File: config.mk
export PLATFORM = sky130hd
export DESIGN_NAME = timestamp_event_scheduler
export DESIGN_NICKNAME = d
export VERILOG_FILES = /design/src/rtl/timestamp_event_scheduler.sv
export SDC_FILE = /design/constraint.sdc
export NUM_CORES = 1
export LEC_CHECK = 0
export BUFFER_PORTS_ARGS = -buffer_cell sky130_fd_sc_hd__buf_4
export CORE_ASPECT_RATIO = 1.4
export CORE_MARGIN = 2
export CORE_UTILIZATION = 28
export DETAILED_ROUTE_END_ITERATION = 10
export PLACE_DENSITY = 0.51
export SKIP_CTS_REPAIR_TIMING = 1
export SLEW_MARGIN = 10
export SYNTH_ARGS = -nofsm -noshare
export SYNTH_HDL_FRONTEND = slang
export SYNTH_SLANG_ARGS = --single-unit
File: constraint.sdc
create_clock -name clk_peri -period 2.4 [get_ports clk_peri]
set_input_delay 0.36 -clock clk_peri [delete_from_list [all_inputs] [get_ports clk_peri]]
set_output_delay 0.36 -clock clk_peri [all_outputs]
set_load 0.01 [all_outputs]
File: src/rtl/timestamp_event_scheduler.sv
// rtl/timestamp_event_scheduler.sv - edge capture, pending/overflow tracking and round-robin event offer
module timestamp_event_scheduler #(
  parameter int         SOURCES  = 8,
  parameter logic [9:0] BASE_ADR = 10'h000
) (
  input  logic               clk_peri,
  input  logic               reset,
  input  logic               access_peri,
  input  logic [9:0]         addr_peri,
  input  logic               wr_peri,
  input  logic [17:0]        do_peri,
  output logic [17:0]        di_peri,
  input  logic [SOURCES-1:0] event_in,
  output logic               ev_valid,
  output logic [4:0]         ev_id,
  input  logic               ev_ready
);

  typedef enum logic {IDLE = 1'b0, OFFER = 1'b1} state_t;

  state_t             state_q, state_d;
  logic [SOURCES-1:0] enable_q, enable_d;
  logic [SOURCES-1:0] pending_q, pending_d;
  logic [SOURCES-1:0] overflow_q, overflow_d;
  logic [SOURCES-1:0] last_q, last_d;
  logic [3:0]         ptr_q, ptr_d;
  logic [3:0]         grant_q, grant_d;
  logic               rd_q, rd_d;
  logic [2:0]         radr_q, radr_d;

  logic               sel, wr_enable, wr_ovf_clr, flush, accept;
  logic [SOURCES-1:0] grant_mask, offer_mask, acc_mask, keep_mask, rise, rise_kept, ovf_clr;
  logic [3:0]         next_idx;
  logic               next_found;

  assign sel        = access_peri & (addr_peri[9:3] == BASE_ADR[9:3]);
  assign wr_enable  = sel & wr_peri & (addr_peri[2:0] == 3'd0);
  assign wr_ovf_clr = sel & wr_peri & (addr_peri[2:0] == 3'd2);
  assign flush      = sel & wr_peri & (addr_peri[2:0] == 3'd3) & do_peri[0];
  assign accept     = (state_q == OFFER) & ev_ready;

  always_comb begin
    for (int i = 0; i < SOURCES; i++) begin
      grant_mask[i] = (grant_q == 4'(i));
    end
  end

  // Round-robin pick: indices above ptr first, then wrap to 0..ptr.
  always_comb begin
    next_found = 1'b0;
    next_idx   = ptr_q;
    for (int i = 0; i < SOURCES; i++) begin
      if (!next_found && pending_q[i] && (4'(i) > ptr_q)) begin
        next_found = 1'b1;
        next_idx   = 4'(i);
      end
    end
    for (int i = 0; i < SOURCES; i++) begin
      if (!next_found && pending_q[i] && (4'(i) <= ptr_q)) begin
        next_found = 1'b1;
        next_idx   = 4'(i);
      end
    end
  end

  // A flush keeps only the source currently on offer, both for held and new events.
  always_comb begin
    offer_mask = (state_q == OFFER) ? grant_mask : '0;
    acc_mask   = accept ? grant_mask : '0;
    keep_mask  = flush ? offer_mask : '1;
    rise       = event_in & ~last_q & enable_q;
    rise_kept  = rise & keep_mask;
    ovf_clr    = wr_ovf_clr ? do_peri[SOURCES-1:0] : '0;
    pending_d  = (pending_q & ~acc_mask & keep_mask) | rise_kept;
    overflow_d = (overflow_q & ~ovf_clr) | (rise_kept & pending_q & ~acc_mask);
    enable_d   = wr_enable ? do_peri[SOURCES-1:0] : enable_q;
    last_d     = event_in;
    rd_d       = sel & ~wr_peri;
    radr_d     = addr_peri[2:0];
  end

  always_comb begin
    state_d = state_q;
    grant_d = grant_q;
    ptr_d   = ptr_q;
    case (state_q)
      IDLE: begin
        if (next_found && !flush) begin
          grant_d = next_idx;
          state_d = OFFER;
        end
      end
      OFFER: begin
        if (ev_ready) begin
          ptr_d   = grant_q;
          state_d = IDLE;
        end
      end
      default: state_d = IDLE;
    endcase
  end

  always_comb begin
    ev_valid = (state_q == OFFER);
    ev_id    = 5'd0;
    if (state_q == OFFER) begin
      ev_id = 5'(grant_q) + 5'd1;
    end
  end

  always_comb begin
    di_peri = 18'd0;
    if (rd_q) begin
      case (radr_q)
        3'd0:    di_peri = 18'(enable_q);
        3'd1:    di_peri = 18'(pending_q);
        3'd2:    di_peri = 18'(overflow_q);
        default: di_peri = 18'd0;
      endcase
    end
  end

  always_ff @(posedge clk_peri) begin
    if (reset) begin
      state_q    <= IDLE;
      enable_q   <= '0;
      pending_q  <= '0;
      overflow_q <= '0;
      last_q     <= '1;
      ptr_q      <= 4'(SOURCES - 1);
      grant_q    <= 4'd0;
      rd_q       <= 1'b0;
      radr_q     <= 3'd0;
    end else begin
      state_q    <= state_d;
      enable_q   <= enable_d;
      pending_q  <= pending_d;
      overflow_q <= overflow_d;
      last_q     <= last_d;
      ptr_q      <= ptr_d;
      grant_q    <= grant_d;
      rd_q       <= rd_d;
      radr_q     <= radr_d;
    end
  end

endmodule

Word level (Yosys, flattened, before mapping). Cells that the tools add are included.

Register bits after elaboration: 45. Bits in latches: 0. Memory bits (writable): 0. Bits in read-only memories: 0. Bits of input ports: 41. Output and inout port bits: 24. Word-level logic and storage cells: 156. Memories kept: 0.

$add $sub $neg: 1. Multipliers: 0. Div/mod/pow operators: 0. Magnitude comparators: 16. Eq/ne operators: 11. Shifts and indexed selects: 0. Multiplexer cells: 42. Bitwise gates (word level): 23. Reductions and logical operators: 54.

Operators with widths (number): 8-bit AND (8); 4-bit two-way mux (16); 1-bit logical AND (32); 8-bit two-way mux (4); 8-bit NOT (3); 8-bit one-hot mux with 3 select lines (1); 1-bit two-way mux (18); 18-bit two-way mux (1); 4-bit by 3-bit == test with 1-bit output (second input constant) (4); 3-bit by 4-bit > comparator with 1-bit output (first input constant) (4); 3-bit by 4-bit <= comparator with 1-bit output (first input constant) (4); 1-bit zero test (16); 8-bit OR (2); 3-bit by 2-bit == test with 1-bit output (second input constant) (3); 1-bit AND (8); 4-bit by 2-bit == test with 1-bit output (second input constant) (2); 1-bit by 4-bit > comparator with 1-bit output (first input constant) (2); 2-bit by 4-bit > comparator with 1-bit output (first input constant) (2); 1-bit by 4-bit <= comparator with 1-bit output (first input constant) (2); 2-bit by 4-bit <= comparator with 1-bit output (first input constant) (2); 7-bit zero test (1); 3-bit zero test (2); 4-bit by 1-bit adder with 5-bit output (second input constant) (1); 5-bit two-way mux (1); other kinds (6) (8).

Longest topological paths before layout. Gate-level depths: netlist of run 1.

Depth in word-level cells: 66. Depth in mapped cells: 7. Mapped depth without buffers: 7.

Least setup slack after synthesis of run 1. No wires, ideal clock.

Kind: input to register. From: in addr_peri[9]. To: reg enable_q[7]. Arrival time: 1696 ps. Data required time: 2272 ps. Path slack: 577 ps. Cell stages on the path: 5. Path buffers: 0. Path through: nor4b_1 > nand2_1 > nor4_4 > mux2i_1 > nor2_1.

Longest elaborated chain between the ends: 4.

Ends and longest elaborated chain: start, declared (RTL line 9) `input logic [9:0] addr_peri,`; 7-bit zero test (RTL line 36) `assign sel = access_peri & (addr_peri[9:3] == BASE_ADR[9:3]);`; 1-bit AND (RTL line 36); 1-bit AND (2 in a row) (RTL line 37) `assign wr_enable = sel & wr_peri & (addr_peri[2:0] == 3'd0);`; end signal, assigned (RTL line 136) `enable_q <= enable_d;`; end, declared (RTL line 22) `logic [SOURCES-1:0] enable_q, enable_d;`.

No other way between the ends. A chain may end at the register's enable or synchronous reset.

Worst setup path in the final report of run 1.
From: reg ptr_q[1]. To: reg grant_q[0].

Longest elaborated chain between the ends: 65. Elaborated cells on any way between the ends: 96. Those cells by class: 16 x order compare; 32 x mux; 48 x reduce/logical.

Ends and longest elaborated chain: start, declared (RTL line 26) `logic [3:0] ptr_q, ptr_d;`; start signal, assigned (RTL line 130) `ptr_q <= 4'(SOURCES - 1);`; start signal, assigned (RTL line 140) `ptr_q <= ptr_d;`; 1-bit by 4-bit > comparator with 1-bit output (RTL line 53) `if (!next_found && pending_q[i] && (4'(i) > ptr_q)) begin`; 1-bit logical AND (RTL line 53); 1-bit two-way mux (RTL line 53); 1-bit zero test (RTL line 53); 1-bit logical AND (2 in a row) (RTL line 53); 1-bit two-way mux (RTL line 53); 1-bit zero test (RTL line 53); 1-bit logical AND (2 in a row) (RTL line 53); [45 not listed]; 1-bit zero test (RTL line 59) `if (!next_found && pending_q[i] && (4'(i) <= ptr_q)) begin`; 1-bit logical AND (2 in a row) (RTL line 59); 1-bit two-way mux (RTL line 59); 1-bit zero test (RTL line 59); 1-bit logical AND (2 in a row) (RTL line 59); 1-bit two-way mux (RTL line 59); 1-bit logical AND (RTL line 88) `if (next_found && !flush) begin`; 2-bit AND reduction (no line); end signal, assigned (RTL line 141) `grant_q <= grant_d;`; end, declared (RTL line 27) `logic [3:0] grant_q, grant_d;`.

Parallel ways exist; a longest one is shown, timed or not.

==> impl_results.md, run 1 <==
- Share of the synthesized area in the top cell type: 0.351
- DRT Pass-1 Iters: 4
- Final instance area: 3210 sq um
- Worst VDD drop: 338 uV
- Top Ports: 65
- Inserted Clock Buffers: 5
- Period utilization: 0.818
- Worst slack, placed: 0.438 ns
- Max Buffers Root-to-Sink: 2
- Critical setup path kind: register to register
- Rows: 41
- Seq cells post-synth: 45
- Cell Pwr Density: 545 nW/um^2
- Clock latency on the worst-skew pair: 0.29 ns
- DR DRC count: 0
- CP peak stage delay: 0.41 ns
- Grt ovf: 0
- Yosys warning count: 0
- Async SR Flop Fraction: 0
- Setup TNS: 0 ns
- Main synth FF type: dfxtp_1
- Min cycle time layout: 1.96 ns
- Routability cong.: 0.825
- Final setup violation count: 0
- Area grow syn2layout: 24.9%
- Status: finished clean
- Initial Util: 0.286
- Commonest non-fill, non-tap cell in the layout: buf_4
- Syn Area/Cell: 8.01 sq um
- Leading post-synthesis cells by cell area: dfxtp_1, nor2_1, mux2i_1
- Nets@finish: 412
- Leakage dissipation: 1.20 nW
- Area leader, netlist: dfxtp_1
- CP cell instances: or3b_1 > a211o_1 > and4_4 > a31oi_4 > o21bai_2 > nor3b_2
- Initial antenna violation count: 0
- Die Y: 117 um
- Crit-path max FO: 11
- EDFF count, synth: 0
- Critical path arrival: 2.19 ns
- Clock sinks: 45
- Drt wl/cell: 14.5 um
- Crit path launch type: register
- Power, Total: 1.75 mW
- Core ar.: 8980 sq um
- Worst hold path type: input pin to register
- CP Capture Type: register
- DR vias: 2356
- Worst-margin pin slew: 0.524 ns
- Share of cells above drive strength 1: 0.234
- First-pass GRT wire length: 11.5 mm
- Final Max Tran Viols: 0
- Placed cell areas: 3020 sq um
- DR vias/cell: 4.96
- Commonest cells after routing, fill and taps aside: buf_4, dfxtp_1, nor2_1, nand2_1, a21oi_1
- CTS tree: built
- Worst Path Required: 2.62 ns
- Slowest cell on the critical path: dfxtp_1
- Largest net degree at the start of global routing: 46
- Hold Slack: 0.251 ns
- Root Driver: clkbuf_16
- Hold Fails Final Rpt: 0
- Clock Skew: 0.00430 ns
- Die width: 85.0 um
- DRT antenna net count: 0
- Netlist Area Pre-Place: 2570 sq um
- DP HPWL: 5.32 mm
- RSZ-0062 raised after global routing: no
- Gr usage total: 0.145
- Worst setup margin: 0.437 ns
- Slew HR: 0.650
- Routed Wire Length: 6.89 mm
- 1st-iter DRT viols: 82
- Fmax achieved: 509 MHz
- Max-cap violations: 0
- H-tree levels: 2
- Ant diodes: 0
- Sequential area share after synthesis: 0.351
- Vias in the first global route: 2350
- Die area: 9970 sq um
- # port buffers: 44
- Clock-pin slew on the worst setup and hold paths: 0.06 ns
- Gate Count Post-Synth: 321
- Yosys cell types: 57
## cells by family (layout without fill, tap and decap cells)
group | Yosys count | count (layout) | synth area share
AO/OA/AOI/OAI | 72 | 72 | 0.193
XOR/XNOR | 2 | 2 | 0.00682
adder cells (fa/ha/maj) | 4 | 4 | 0.0195
buffers and inverters | 32 | 70 | 0.0643
flip-flops | 45 | 45 | 0.351
multiplexers | 16 | 16 | 0.0623
other | 1 | 10 | 0.00146
AND/OR/NAND/NOR | 149 | 149 | 0.302
## worst paths after layout
check / start / slack [ns] / cells after the start / endpoint
setup / recovery: ptr_q[1]$_SDFFE_PP1P_ / 0.44 / 6 / grant_q[0]$_SDFFE_PP0P_
setup reg to reg: ptr_q[1]$_SDFFE_PP1P_ / 0.44 / 6 / grant_q[0]$_SDFFE_PP0P_
hold / removal: wr_peri / 0.25 / 2 / rd_q$_SDFF_PP0_
hold reg to reg: overflow_q[2]$_SDFF_PP0_ / 0.49 / 2 / overflow_q[2]$_SDFF_PP0_
## through the flow
| step | instances | util |
|---|---|---|
| after floorplan | 330 | - |
| after global placement | 467 | 0.336 |
| after detailed placement | 467 | 0.336 |
| after CTS | 475 | 0.357 |
| after global routing | 475 | 0.357 |
| final | 475 | 0.357 |
## report_power, final
group / switching (mW) / internal, mW
registers: 0.00341 / 0.756
clock network: 0.298 / 0.600
logic: 0.0449 / 0.0477
## Yosys cell counts, drive strengths merged, types with 2 or more instances
library cell,count
nor3b,3
mux2i,16
and4b,2
nor2,46
and2,6
ha,4
a21bo,2
nand2b,2
nand3,7
buf,12
a211o,4
o2bb2ai,2
a211oi,10
nand4,2
o21ai,6
nand3b,9
nand2,35
inv,6
nor2b,7
nor3,12
o211ai,2
dfxtp,45
clkbuf,14
a31oi,2
o22ai,3
nor4,3
or2,8
a21oi,31
## state kept, by name, indices dropped and copies added (netlist names)
| signal | flops |
|---|---|
| enable_q | 8 |
| last_q | 8 |
| overflow_q | 8 |
| pending_q | 8 |
| grant_q | 4 |
| ptr_q | 4 |
| radr_q | 3 |
| ev_valid | 1 |
| rd_q | 1 |
## critical path: cells and delay by family (launching register included)
family | cells | cell delay, ns
and+or+nand+nor | 3 | 0.79
AOI/OAI and AO/OA | 3 | 0.69
DFF | 1 | 0.41
## layout make-up
cell class	count	area, sq um
fillers	923	5770
multi-input cells	253	1540
flip-flops and latches	45	901
repair buffers	56	420
well taps	107	134
clock buffers	5	125
clock inverters	3	68.8
inverters	6	22.5
## routing by layer
metal | vias up | global-route usage | share of wire
met1 | 1086 | 0.169 | 0.42
met4 | 0 | 0.0744 | 0.029
met3 | 14 | 0.0267 | 0.032
li1 | 1199 | - | -
met2 | 57 | 0.247 | 0.52
met5 | - | 0 | 0
No activity file was read; power rests on OpenSTA's default activity.
==> run 2: changes to the inputs <==
==> constraint.sdc (replaced) <==
create_clock -name clk_peri -period 1.99 [get_ports clk_peri]
set_input_delay 0.2985 -clock clk_peri [delete_from_list [all_inputs] [get_ports clk_peri]]
set_output_delay 0.2985 -clock clk_peri [all_outputs]
set_load 0.01 [all_outputs]
==> run 2 against run 1 <==
Net effect: first-iteration DRC count grew 54%; die area is the same; non-clock buffer count grew 8; worst hold slack lost 0.061 ns; sequential cell count is the same; critical path type unchanged.
==> impl_results.md, run 2 (synthesized netlist as in run 1, its figures left out) <==
- Cell Pwr Density: 611 nW/um^2
- CP top delay family: simple AND/OR/NAND/NOR gates
- DR vias/cell: 4.92
- Initial Util: 0.286
- Ant diodes: 0
- DP HPWL: 5.39 mm
- Slowest cell on the critical path: or3b_4
- Inserted Clock Buffers: 5
- Crit-path max FO: 7
- # port buffers: 44
- Clock latency on the worst-skew pair: 0.29 ns
- Leakage dissipation: 1.24 nW
- Critical path depth in cells: 7
- First-pass GRT wire length: 11.6 mm
- Top Ports: 65
- Share of cells above drive strength 1: 0.261
- Routability cong.: 0.870
- Worst-margin pin slew: 0.514 ns
- Gr usage total: 0.147
- DRT Pass-1 Iters: 4
- Worst Path Required: 2.22 ns
- Area grow syn2layout: 27.3%
- Worst hold path type: input pin to register
- CP peak stage delay: 0.38 ns
- H-tree levels: 2
- Final setup violation count: 0
- DRT antenna net count: 0
- Clock-pin slew on the worst setup and hold paths: 0.06 ns
- Worst VDD drop: 372 uV
- Hold Fails Final Rpt: 0
- Routed Wire Length: 6.98 mm
- DR DRC count: 0
- Setup TNS: 0 ns
- Slew HR: 0.656
- Die Y: 117 um
- Worst setup margin: 0.109 ns
- Min cycle time layout: 1.88 ns
- Commonest cells after routing, fill and taps aside: buf_4, nor2_1, dfxtp_1, nand2_1, a21oi_1
- Die width: 85.0 um
- Period utilization: 0.945
- Final Max Tran Viols: 0
- Crit path launch type: register
- Max-cap violations: 0
- DR vias: 2377
- Critical path arrival: 2.11 ns
- Worst slack, placed: 0.102 ns
- Max Buffers Root-to-Sink: 2
- CP Capture Type: register
- DP Cell Count: 474
- Clock Skew: 0.00636 ns
- CTS tree: built
- Status: finished clean
- Drt wl/cell: 14.4 um
- Nets@finish: 420
- Critical setup path kind: register to register
- RSZ-0062 raised after global routing: no
- Root Driver: clkbuf_16
- Fmax achieved: 532 MHz
- CP cell instances: or3b_4 > a211o_1 > and4_4 > a31oi_4 > buf_4 > a21oi_1 > nor2_1
- Die area: 9970 sq um
- Buf/Inv on CP: 1
- Grt ovf: 0
- Largest net degree at the start of global routing: 46
- Hold-critical path depth: 2
- Vias in the first global route: 2356
- Clock sinks: 45
- Initial antenna violation count: 0
- Rows: 41
- Core ar.: 8980 sq um
- FF-to-FF path depth: 7
- Commonest non-fill, non-tap cell in the layout: buf_4
- Post-route insts no fill: 483
- 1st-iter DRT viols: 126
## run 2: metrics by stage
| step | power [mW] | hold WS [ns] | util | instance area [sq um] |
|---|---|---|---|---|
| 2_1_floorplan | 1.00 | 0.378 | - | 2600 |
| 3_3_place_gp | 1.05 | 0.468 | 0.343 | 3080 |
| 3_5_place_dp | 1.05 | 0.480 | 0.343 | 3080 |
| 4_1_cts | 2.04 | 0.183 | 0.362 | 3250 |
| 5_1_grt | 2.08 | 0.193 | 0.364 | 3270 |
| 6_report | 2.00 | 0.190 | 0.364 | 3270 |
## run 2: final timing paths
kind                                               start                       end  slack [ns]
worst max-delay path               ptr_q[1]$_SDFFE_PP1P_       ev_valid$_SDFF_PP0_        0.11
worst min-delay path                             wr_peri           rd_q$_SDFF_PP0_        0.19
worst max register to register     ptr_q[1]$_SDFFE_PP1P_       ev_valid$_SDFF_PP0_        0.11
worst min register to register  overflow_q[2]$_SDFF_PP0_  overflow_q[2]$_SDFF_PP0_        0.49
## run 2: power breakdown
group	leakage, nW	internal [mW]	switching, mW
Sequential	0.365	0.913	0.00519
Clock	0.0841	0.627	0.343
Combinational	0.793	0.0575	0.0535
Total	1.24	1.60	0.402
## run 2: metal layers
metal,track usage,share of wire,up-vias
met5,0,0,-
met4,0.0556,0.021,0
met3,0.0274,0.036,11
met2,0.269,0.53,58
met1,0.164,0.42,1096
li1,-,-,1212
## run 2: final cells by class
| class | count | area (sq um) |
|---|---|---|
| repair buffers | 64 | 493 |
| fillers | 939 | 5710 |
| inverters | 6 | 22.5 |
| multi-input cells | 253 | 1550 |
| clock buffers | 7 | 143 |
| flip-flops and latches | 45 | 903 |
| well taps | 107 | 134 |
| clock inverters | 1 | 30.0 |
## run 2: worst reg2reg max path, stage by stage (launching register included)
cell	delay, ns
dfxtp_2	0.36
or3b_4	0.38
a211o_1	0.31
and4_4	0.23
a31oi_4	0.26
buf_4	0.16
a21oi_1	0.03
nor2_1	0.09
